[src/rtl/shift_unit_pipe.sv]
// ============================================================================
//  Module      : shift_unit_pipe
//  Description : Pipelined logarithmic shifter (SLL/SRL/SRA/ROL) with
//                valid/ready handshake and a whole-pipe stall.
//                Optional feature macro: SHIFT_ROTATE_EN (op 11 rotates left;
//                when undefined op 11 behaves as SLL).
//  Revision    : 1.0 - initial release
// ============================================================================
`default_nettype none

module shift_unit_pipe #(
    parameter int WIDTH   = 32,
    parameter int SHAMT_W = 5     // WIDTH must equal 2**SHAMT_W
) (
    input  logic               Clk,
    input  logic               Rst_n,
    input  logic               in_valid,
    output logic               in_ready,
    input  logic [WIDTH-1:0]   in_data,
    input  logic [SHAMT_W-1:0] in_shamt,
    input  logic [1:0]         in_op,
    output logic               out_valid,
    input  logic               out_ready,
    output logic [WIDTH-1:0]   out_data,
    output logic               out_zero
);

    localparam logic [1:0] c_OP_SLL = 2'b00;
    localparam logic [1:0] c_OP_SRL = 2'b01;
    localparam logic [1:0] c_OP_SRA = 2'b10;
    localparam logic [1:0] c_OP_ROL = 2'b11;

    // One shifter level: fixed distance amt, operation selected by op.
    function automatic logic [WIDTH-1:0] f_level(
        input logic [WIDTH-1:0] d,
        input logic [1:0]       op,
        input int               amt
    );
        logic [WIDTH-1:0] r;
        r = d << amt;
        case (op)
            c_OP_SLL: r = d << amt;
            c_OP_SRL: r = d >> amt;
            c_OP_SRA: r = $unsigned($signed(d) >>> amt);
`ifdef SHIFT_ROTATE_EN
            c_OP_ROL: r = (d << amt) | (d >> (WIDTH - amt));
`else
            c_OP_ROL: r = d << amt;
`endif
            default:  r = d << amt;
        endcase
        return r;
    endfunction

    logic               w_stall;
    logic [WIDTH-1:0]   w_data_s  [SHAMT_W+1];
    logic               w_valid_s [SHAMT_W+1];
    logic [1:0]         w_op_s    [SHAMT_W];
    logic [SHAMT_W-1:0] w_shamt_s [SHAMT_W];
    logic               w_zero;
    logic               w_unused_shamt;

    // A stalled output freezes every stage, so bubbles are never squeezed out.
    assign w_stall   = w_valid_s[SHAMT_W] & ~out_ready;
    assign in_ready  = ~w_stall;

    assign w_data_s[0]  = in_data;
    assign w_valid_s[0] = in_valid;
    assign w_op_s[0]    = in_op;
    assign w_shamt_s[0] = in_shamt;

    generate
        for (genvar k = 0; k < SHAMT_W; k++) begin : g_stage
            localparam int AMT = 1 << k;

            logic [WIDTH-1:0] data_d;
            logic [WIDTH-1:0] data_q;
            logic             valid_q;

            always_comb begin
                data_d = w_data_s[k];
                if (w_shamt_s[k][k])
                    data_d = f_level(w_data_s[k], w_op_s[k], AMT);
            end

            always_ff @(posedge Clk or negedge Rst_n) begin
                if (!Rst_n) begin
                    data_q  <= '0;
                    valid_q <= 1'b0;
                end else if (!w_stall) begin
                    data_q  <= data_d;
                    valid_q <= w_valid_s[k];
                end
            end

            assign w_data_s[k+1]  = data_q;
            assign w_valid_s[k+1] = valid_q;

            if (k < SHAMT_W - 1) begin : g_carry
                logic [1:0]         op_q;
                logic [SHAMT_W-1:0] shamt_q;

                always_ff @(posedge Clk or negedge Rst_n) begin
                    if (!Rst_n) begin
                        op_q    <= '0;
                        shamt_q <= '0;
                    end else if (!w_stall) begin
                        op_q    <= w_op_s[k];
                        shamt_q <= w_shamt_s[k];
                    end
                end

                assign w_op_s[k+1]    = op_q;
                assign w_shamt_s[k+1] = shamt_q;
            end else begin : g_last
                logic zero_d;
                logic zero_q;

                // Flag is only ever set alongside a valid result.
                assign zero_d = w_valid_s[k] & (data_d == '0);

                always_ff @(posedge Clk or negedge Rst_n) begin
                    if (!Rst_n)
                        zero_q <= 1'b0;
                    else if (!w_stall)
                        zero_q <= zero_d;
                end

                assign w_zero = zero_q;
            end
        end
    endgenerate

    // Low shift-amount bits have already been consumed by the last level.
    assign w_unused_shamt = ^w_shamt_s[SHAMT_W-1][SHAMT_W-2:0];

    assign out_valid = w_valid_s[SHAMT_W];
    assign out_data  = w_data_s[SHAMT_W];
    assign out_zero  = w_zero;

endmodule

`default_nettype wire

[config.mk]
export PLATFORM = sky130hd
export DESIGN_NAME = shift_unit_pipe
export DESIGN_NICKNAME = d
export VERILOG_FILES = /design/src/rtl/shift_unit_pipe.sv
export SDC_FILE = /design/constraint.sdc
export NUM_CORES = 1
export LEC_CHECK = 0
export ABC_CLOCK_PERIOD_IN_PS = 2880
export CAP_MARGIN = 30
export CELL_PAD_IN_SITES_DETAIL_PLACEMENT = 0
export CELL_PAD_IN_SITES_GLOBAL_PLACEMENT = 1
export CORE_MARGIN = 5
export CORE_UTILIZATION = 44
export DETAILED_ROUTE_END_ITERATION = 10
export PLACE_DENSITY_LB_ADDON = 0.1
export SLEW_MARGIN = 20
export SYNTH_ARGS = -nofsm -noshare
export SYNTH_HDL_FRONTEND = slang
export SYNTH_SLANG_ARGS = --single-unit
[constraint.sdc]
create_clock -name Clk -period 2.88 [get_ports Clk]
set_clock_uncertainty 0.1 [all_clocks]
set_input_delay 0.864 -clock Clk [delete_from_list [all_inputs] [get_ports Clk]]
set_output_delay 0.864 -clock Clk [all_outputs]
set_load 0.005 [all_outputs]
* Word-level counts from Yosys, hierarchy flattened
Cells that the tools add are included.
** Storage, ports and cells
- Input port bits :: 43
- Logic and storage cells :: 59
- Flip-flop bits (word level) :: 194
- Output and inout port bits :: 35
** Operators by class
- Reduce and logical (&&, ||, !) cells :: 11
- Eq/ne operators :: 15
- Mux-type cells :: 10
- Bitwise logic cells :: 4
** Operators by type and width (number)
- 32-bit one-hot mux with 3 select lines :: 5
- 32-bit 2-to-1 mux :: 5
- 32-bit logical NOT :: 1
- 2-bit equality test (second input constant) :: 10
- 2-bit by 1-bit equality test with 1-bit output (second input constant) :: 5
- 2-bit logical NOT :: 5
- 2-bit OR reduction :: 5
- 1-bit bitwise AND :: 2
- 1-bit inverter :: 2

* Depth between registers and ports, before layout
Gate-level depths: netlist of the first run.
- Depth after elaboration :: 6
- Gate-level depth with buffers :: 10
- Gate-level depth less buffers :: 7

* Worst setup path after synthesis of the first run
Ideal clock, no wire load.
- Path type :: input -> output
- From :: in out_ready
- To :: out in_ready
- Setup slack :: 0.255 ns
- Data arrival time :: 1.661 ns
- Stages on the path :: 5
- Data required time :: 1.916 ns
- Buffers on the path :: 3
- Cell sequence :: nor2b_1 -> buf_2 -> inv_1 -> buf_2 -> buf_1
** On the way
- Word-level cells in the longest chain between the ends :: 3
** Ends and longest elaborated chain
- start, declared :: RTL line 23 : input logic out_ready,
- 1-bit inverter :: RTL line 64 : assign w_stall = w_valid_s[SHAMT_W] & ~out_ready;
- 1-bit bitwise AND :: RTL line 64
- 1-bit inverter :: RTL line 65 : assign in_ready = ~w_stall;
- end, declared :: RTL line 18 : output logic in_ready,
Every way passes these cells.

* Worst setup path in the final report of the first run
Ends and elaborated chain as after synthesis.

==> results by stage, run 1 <==
Global route:
- After global routing, the most crowded layer is met2.
- Across every metal layer, demand over resource in global routing totals 19.89%.
- Global routing used around 33% of the available met2 tracks.
- The maximum number of pins on one net before global-route repair is 202.
- The number of global-route vias before repair came to 7572.
- The first global-routing pass estimated between 30 and 40 mm of wire.
- The number of antenna violations at the first check in global routing was 0.
- For this run the aggregate overflow at the end of global routing stands at 0.
- The fraction of met3 tracks used by global routing is under 10%.
- For met1 alone, demand over resource in global routing was 26.67%.

Clock network:
- The clock tree from TritonCTS is built.
- The count of clock tree sinks is 184.
- The CTS buffer count is 17.
- The number of buffers between clock root and the deepest sink is 2.
- The root buffer cell chosen for the clock tree is sky130_fd_sc_hd__clkbuf_16.
- The clock reaches the later pin of the worst-skew pair after 0.44 ns.
- After clock tree synthesis, the clock-pin slew on the worst setup and hold paths is ~0.07 ns.
- In this run the number of H-tree levels came out at 4.

STA:
- Derived from the worst setup path, the maximum achievable clock frequency is 0.3732 GHz.
- The total count of max-transition violations in the final report came to 0.
- Setup repair after global routing left no endpoint under its margin.
- The worst-margin pin slew is 0.7984 ns.
- The smallest clock period supported by the final layout is computed as 2.679 ns.
- The final number of hold-violating endpoints came to 0.
- The worst path meets setup with 0.2007 ns of slack.
- The tightest slew margin relative to the limit is 46.77%.
- The worst hold margin is 0.2901 ns.
- The worst path uses 93.03% of the clock period.
- The number of endpoints failing setup at the final stage is 0.

Detailed routing:
- The total number of vias is 7876.
- The ratio of routed vias to standard cells is roughly 5.5.
- In the final routed layout, each cell accounts on average for ~16 um.
- The violation count after the first detailed-route iteration is 502.
- The wire length after detailed routing is about 24 mm.
- The count of nets left with antenna violations after detail routing is 0.
- The final routed DRC violation total is 0.
- The first-pass iteration count of the detailed router is 5.

Layout:
- At the end of the flow, the number of nets in the layout was 1204.
- Registers take 0.004604 mm^2.
- The multi-input combinational cells in the finished layout cover a total of 0.004302 mm^2.
- The commonest non-fill, non-tap cell in the layout is sky130_fd_sc_hd__nand2_1.
- The antenna diode count is 0.
- The post-synthesis to final-layout area growth is 16.80%.
- The post-route netlist has 5.670% of its cells at a drive strength greater than 1.
- In the layout the commonest cells are sky130_fd_sc_hd__nand2_1 (253), sky130_fd_sc_hd__o21ai_0 (215), sky130_fd_sc_hd__dfrtp_1 (184), sky130_fd_sc_hd__a22oi_1 (100), sky130_fd_sc_hd__clkdlybuf4s50_1 (75).
- The layout has 2088 filler cells.

Hold path:
- The worst hold-check path type is input pin to async pin.

Synth:
- The synthesized netlist cell count is 1135.
- Summing the areas of all compound-gate instances in the mapped netlist gives between 20% and 30% of the synthesized area.
- Each instance of the synthesized netlist takes up on average 8.327 um^2.
- The sequential element share of the synthesized area is 48.72%.
- The count of different cell masters after synthesis is 37.
- Of the total synthesized cell area, the portion taken by AND, OR, NAND and NOR gates is between 10% and 20%.
- The number of warnings issued by yosys is 0.
- The number of flip-flops and latches in the synthesized netlist is 184.
- The fraction of the mapped netlist area in adder cells is 1.324%.
- The portion of netlist area occupied by mux cells is 0.1059%.
- The net count of the mapped netlist is around 1.2k.
- Summing the areas of all xor and xnor instances in the mapped netlist gives 0% of the synthesized area.
- The cell area after synthesis is 0.009452 mm^2.
- The largest family of logic cells by synthesized area is compound AO/OA/AOI/OAI gates.

Power and ir drop:
- The total power divided by cell area is 1171 mW/mm^2.
- The total chip power is 0.01293 W.
- VDD sags by at most 0.0005394 V.
- In this run the static leakage power is between 4 and 5 nW.

Setup path:
- The biggest cell delay along the critical path is 0.44 ns.
- Along the worst path, the maximum fanout reaches 2.
- The type of origin of the critical path is an input pin.
- Traced cell by cell, the critical path runs through dlygate4sd2_1 > nor2b_4 > inv_2 > clkdlybuf4s50_1.
- Data on the critical path is required at its endpoint by 1.92 ns.
- The setup check on the worst reg-to-reg path leaves a slack of 0.69 ns.
- The critical path endpoint category is an output port.
- The arrival time of data at the critical path endpoint is 1.72 ns.
- The slowest library cell on the worst path is sky130_fd_sc_hd__clkdlybuf4s50_1.
- The startpoint-to-endpoint class of the critical path is input pin to output port.

Floorplanning:
- The core region is between 0.02 and 0.025 mm^2.
- The I/O pin count is 78.
- Measured along the x axis, the die boundary spans 156.6 um.
- The area enclosed by the die boundary is approximately 0.025 mm^2.
- The floorplan has 53 rows.
- The die outline height is 156.6 um.
- The initial core utilization is 44.82%.

Place:
- The post-place setup slack is -0.1720 ns.
- The detailed placement HPWL is 16.63 mm.
- The count of input and output buffers is 77.
- The last weighted congestion value of the routability-driven placer is 0.8460.

Run:
- The tool flagged a number of max-cap violations equal to 0.

Run status:
- The flow ran to the end, and the final reports show no timing, DRC or antenna violations.
metal layers:
layer	vias up	routed length, um
li1	4028	-
met1	3661	10790
met2	156	11470
met3	31	913
met4	0	430
met5	-	0
critical path: cells and delay by family:
family | cells | cell delay (ns)
buf+inv | 3 | 0.73
simple gates | 1 | 0.12
per-stage QoR:
step | utilization, % | area [um^2] | TNS [ns] | instances
global route | 52.35 | 11040 | 0 | 1439
floorplan | - | 9452 | 0 | 1135
detailed placement | 49.44 | 10430 | -4.230 | 1407
global placement | 49.42 | 10420 | -13.52 | 1407
finish | 52.35 | 11040 | 0 | 1439
CTS | 52.35 | 11040 | 0 | 1439
kinds of logic after synthesis:
logic type,count (synthesis)
multiplexers,1
flip-flops,184
buffers and inverters,146
adder cells (fa/ha/maj),10
AND/OR/NAND/NOR,343
AO/OA/AOI/OAI,451
cell usage after synthesis (all sizes together):
master	number	share of area (%)
a221oi	15	1.4
o21ai	215	11
o21a	16	1.3
a2bb2oi	1	0.093
clkbuf	71	2.8
or4	1	0.079
nand4	1	0.066
o21bai	1	0.079
nand2	253	10
o221ai	15	1.4
and3	1	0.066
dfrtp	184	49
o22ai	11	0.73
nand2b	4	0.26
o211ai	13	1.0
buf	34	1.5
clkinv	1	0.040
a22oi	100	7.9
ha	10	1.3
a21oi	42	2.2
or3	1	0.066
inv	40	1.6
nor2b	20	1.3
and2	3	0.21
or2	4	0.26
mux2i	1	0.11
a32oi	3	0.28
o31ai	2	0.21
a21boi	1	0.079
nor2	46	1.8
nand3	2	0.11
nor3	2	0.11
nor4	5	0.33
a31oi	16	1.1
registers in the layout, indices dropped and copies added (netlist names):
| name | count |
|---|---|
| g_stage.data_q | 128 |
| g_stage.g_carry.op_q | 8 |
| g_stage.g_carry.shamt_q | 10 |
| g_stage.valid_q | 4 |
| out_data | 32 |
| out_valid | 1 |
| out_zero | 1 |
cell type report:
class	instances	area share, %
sequential	184	41.71
inverter	41	1.394
timing repair buffer	102	9.249
multi-input combinational	805	38.97
clock buffer	18	3.888
tap	275	3.117
clock inverter	14	1.677
power breakdown:
group	leakage (nW)	total [W]	switching [W]	internal, W
clock network	0.296	0.00244	0.00105	0.00139
registers	2.23	0.00495	0.00116	0.00378
logic	2.09	0.00554	0.00317	0.00237
final timing paths:
check                                               from                             to  cells after the start
setup / recovery                               out_ready                       in_ready                      4
hold / removal                                     Rst_n          g_stage[3].data_q[24]                      1
setup reg to reg           g_stage[3].g_carry.shamt_q[4]                   out_data[13]                      4
hold reg to reg            g_stage[1].g_carry.shamt_q[4]  g_stage[1].g_carry.shamt_q[4]                      2
max in group asynchronous                          Rst_n          g_stage[3].data_q[26]                      2
min in group Clk           g_stage[1].g_carry.shamt_q[4]  g_stage[1].g_carry.shamt_q[4]                      2
what timing repair did:
action,4_1_cts,5_1_grt
setup buffers,0,0
endpoints found under the setup margin,1,0
hold buffers,0,0
gates resized for setup,1,0
Note: power is estimated with default switching activity, not from simulation.
==> run 2: changes to the inputs <==
CTS_BUF_LIST = sky130_fd_sc_hd__clkbuf_4 sky130_fd_sc_hd__clkbuf_8 sky130_fd_sc_hd__clkbuf_16   (was default)
==> results by stage, run 2 (synthesized netlist as in run 1, its figures left out) <==
Run status:
- The flow ran to the end, and the final reports show no timing, DRC or antenna violations.

Setup path:
- The critical path endpoint category is an output port.
- The type of origin of the critical path is an input pin.
- The worst register-to-register path begins at g_stage[3].g_carry.shamt_q[4].
- The maximum fanout along the worst path is 2 (unchanged).
- The reg-to-reg endpoint is out_data[13].
- The worst setup path is of the input pin to output port kind.
- The arrival time of data at the critical path endpoint is 1.72 ns (about the same).
- The depth of the most critical reg-to-reg path came to 4 (unchanged).
- The worst-case register-to-register setup slack came to 0.69 ns (about the same).
- The worst path required time is 1.92 ns (about the same).

Detailed routing:
- The count of nets left with antenna violations after detail routing is 0 (unchanged).
- The violation count after the first detailed-route iteration is 503 (+0.20%).
- The wire length after detailed routing is 23.59 mm (about the same).
- The ratio of routed vias to standard cells is 5.466 (-0.14%).
- The total number of vias is 7865 (-0.14%).
- The routed length per placed instance is 16.39 um (about the same).
- The final routed DRC violation total is 0 (unchanged).
- The first-pass iteration count of the detailed router came to 5 (unchanged).

STA:
- The final number of hold-violating endpoints is 0 (unchanged).
- Setup repair after global routing left no endpoint under its margin.
- The number of endpoints failing setup at the final stage came to 0 (unchanged).
- The minimum clock period after layout is 2.679 ns (unchanged).
- The post-route fraction of the period consumed by the critical path was 93.03% (unchanged).
- The worst-margin pin slew is 0.7978 ns (-0.0006134 ns).
- The worst hold margin came to 0.2911 ns (+0.0009900 ns).
- The tightest slew margin relative to the limit came to 46.81% (about the same).
- The maximum clock frequency came to 0.3732 GHz (unchanged).
- The total count of max-transition violations in the final report is 0 (unchanged).

Global route:
- The number of antenna violations at the first check in global routing is 0 (unchanged).
- The combined global-route utilization of all metal layers is 19.89% (unchanged).
- The maximum number of pins on one net before global-route repair came to 202 (unchanged).
- The number of global-route vias before repair was 7572 (unchanged).
- The global-route wire length before repair is 39.63 mm (unchanged).
- The sum of overflow across all layers after global routing is 0 (unchanged).

Power and ir drop:
- The maximum VDD drop is 0.0005392 V (about the same).
- The total power divided by cell area is 1172 mW/mm^2 (about the same).
- The leakage power of the design is 4.621 nW (about the same).

Layout:
- The number of flip-flops under the largest register name was 128 (unchanged).
- The fraction of layout cells with a size suffix above 1 is 5.756% (+0.086 points).
- The library cells used most frequently in the layout, excluding fill and tap cells, are sky130_fd_sc_hd__nand2_1 (253), sky130_fd_sc_hd__o21ai_0 (215), sky130_fd_sc_hd__dfrtp_1 (184), sky130_fd_sc_hd__a22oi_1 (100), sky130_fd_sc_hd__clkdlybuf4s50_1 (75).
- The net total in the final layout is 1204 (unchanged).
- The share of the core filled with cells came to 52.37% (about the same).
- The antenna diode count is 0 (unchanged).
- The post-synthesis to final-layout area growth came to 16.84% (about the same).
- The commonest non-fill, non-tap cell in the layout is sky130_fd_sc_hd__nand2_1.
- g_stage.data_q holds more flip-flops than any other register.

Clock network:
- TritonCTS built the clock tree.
- The count of clock tree sinks is 184 (unchanged).
- The CTS buffer count is 17 (unchanged).
- The clock latency on the worst-skew pair is 0.44 ns (about the same).
- The CTS H-tree depth is 4 (unchanged).
- The clock transition at the register clock pins on the worst setup and hold paths after CTS was 0.07 ns (about the same).
- The clock root buffer is sky130_fd_sc_hd__clkbuf_16.
- The total of hold buffers inserted after clock tree synthesis is 0 (unchanged).
- The number of buffers between clock root and the deepest sink is 2 (unchanged).

Place:
- The count of input and output buffers is 77 (unchanged).
- The detailed placement HPWL is 16.63 mm (unchanged).
- The last weighted congestion value of the routability-driven placer is 0.8460 (unchanged).

Hold path:
- In this run the worst hold path is classified as input pin to async pin.

Run:
- The number of max-capacitance violations reported was 0 (unchanged).

Floorplanning:
- The horizontal die dimension was 156.6 um (unchanged).
- The floorplan row count is 53 (unchanged).
- The I/O pin count was 78 (unchanged).
- The area enclosed by the die boundary was 0.02451 mm^2 (unchanged).
- The initial core utilization is 44.82% (unchanged).
- The core box area is 0.02109 mm^2 (unchanged).
- The die outline height is 156.6 um (unchanged).
run 2: changes by cell type in the layout (fill, tap and decap cells not counted):
cell,change
sky130_fd_sc_hd__clkbuf_4,+1
sky130_fd_sc_hd__clkbuf_1,-1
run 2: metrics by stage:
stage	cells	area, um^2	setup WS [ns]	total power (W)	setup TNS, ns
floorplan	1135	9452	0.2547	0.008553	0
global placement	1407	10420	-0.4632	0.01046	-13.52
detailed placement	1407	10430	-0.1720	0.01057	-4.230
CTS	1439	11040	0.1927	0.01305	0
global route	1439	11040	0.07577	0.01407	0
finish	1439	11040	0.2007	0.01294	0
run 2: worst max-delay path by stage:
| stage | from | to |
|---|---|---|
| floorplan | out_ready | in_ready |
| global placement | in_op[0] | g_stage[0].data_q[29] |
| detailed placement | in_op[0] | g_stage[0].data_q[29] |
| CTS | out_ready | in_ready |
| global route | in_op[0] | g_stage[0].data_q[13] |
| finish | out_ready | in_ready |
run 2: repair_timing:
item,4_1_cts,5_1_grt
setup endpoints to repair,1,0
resized for setup,1,0
hold endpoints to repair,0,0
setup buffers,0,0
run 2: worst max-delay path: stages:
cell and delay [ns]:
sky130_fd_sc_hd__dlygate4sd2_1 0.25, sky130_fd_sc_hd__nor2b_4 0.12, sky130_fd_sc_hd__inv_2 0.04, sky130_fd_sc_hd__clkdlybuf4s50_1 0.44
run 2: where the power goes:
| part | internal (W) | switching (W) |
|---|---|---|
| logic | 0.00237 | 0.00317 |
| clock network | 0.00140 | 0.00105 |
| registers | 0.00378 | 0.00116 |
run 2: area by class of cell:
class                           count  area [um^2]
Clock buffer                       18        432.9
Timing Repair Buffer              102         1021
Clock inverter                     14        185.2
Sequential cell                   184         4604
Inverter                           41        153.9
Fill cell                        2087        10040
Multi-Input combinational cell    805         4302
Tap cell                          275        344.1
run 2: metal layers:
metal	wire length (um)	vias to the layer above	GRT usage, %	part of all wire (%)
li1	-	4028	-	-
met1	10790	3658	26.67	46
met2	11480	147	33.48	49
met3	893	32	3.319	3.8
met4	429	0	5.537	1.8
met5	0	-	0	0
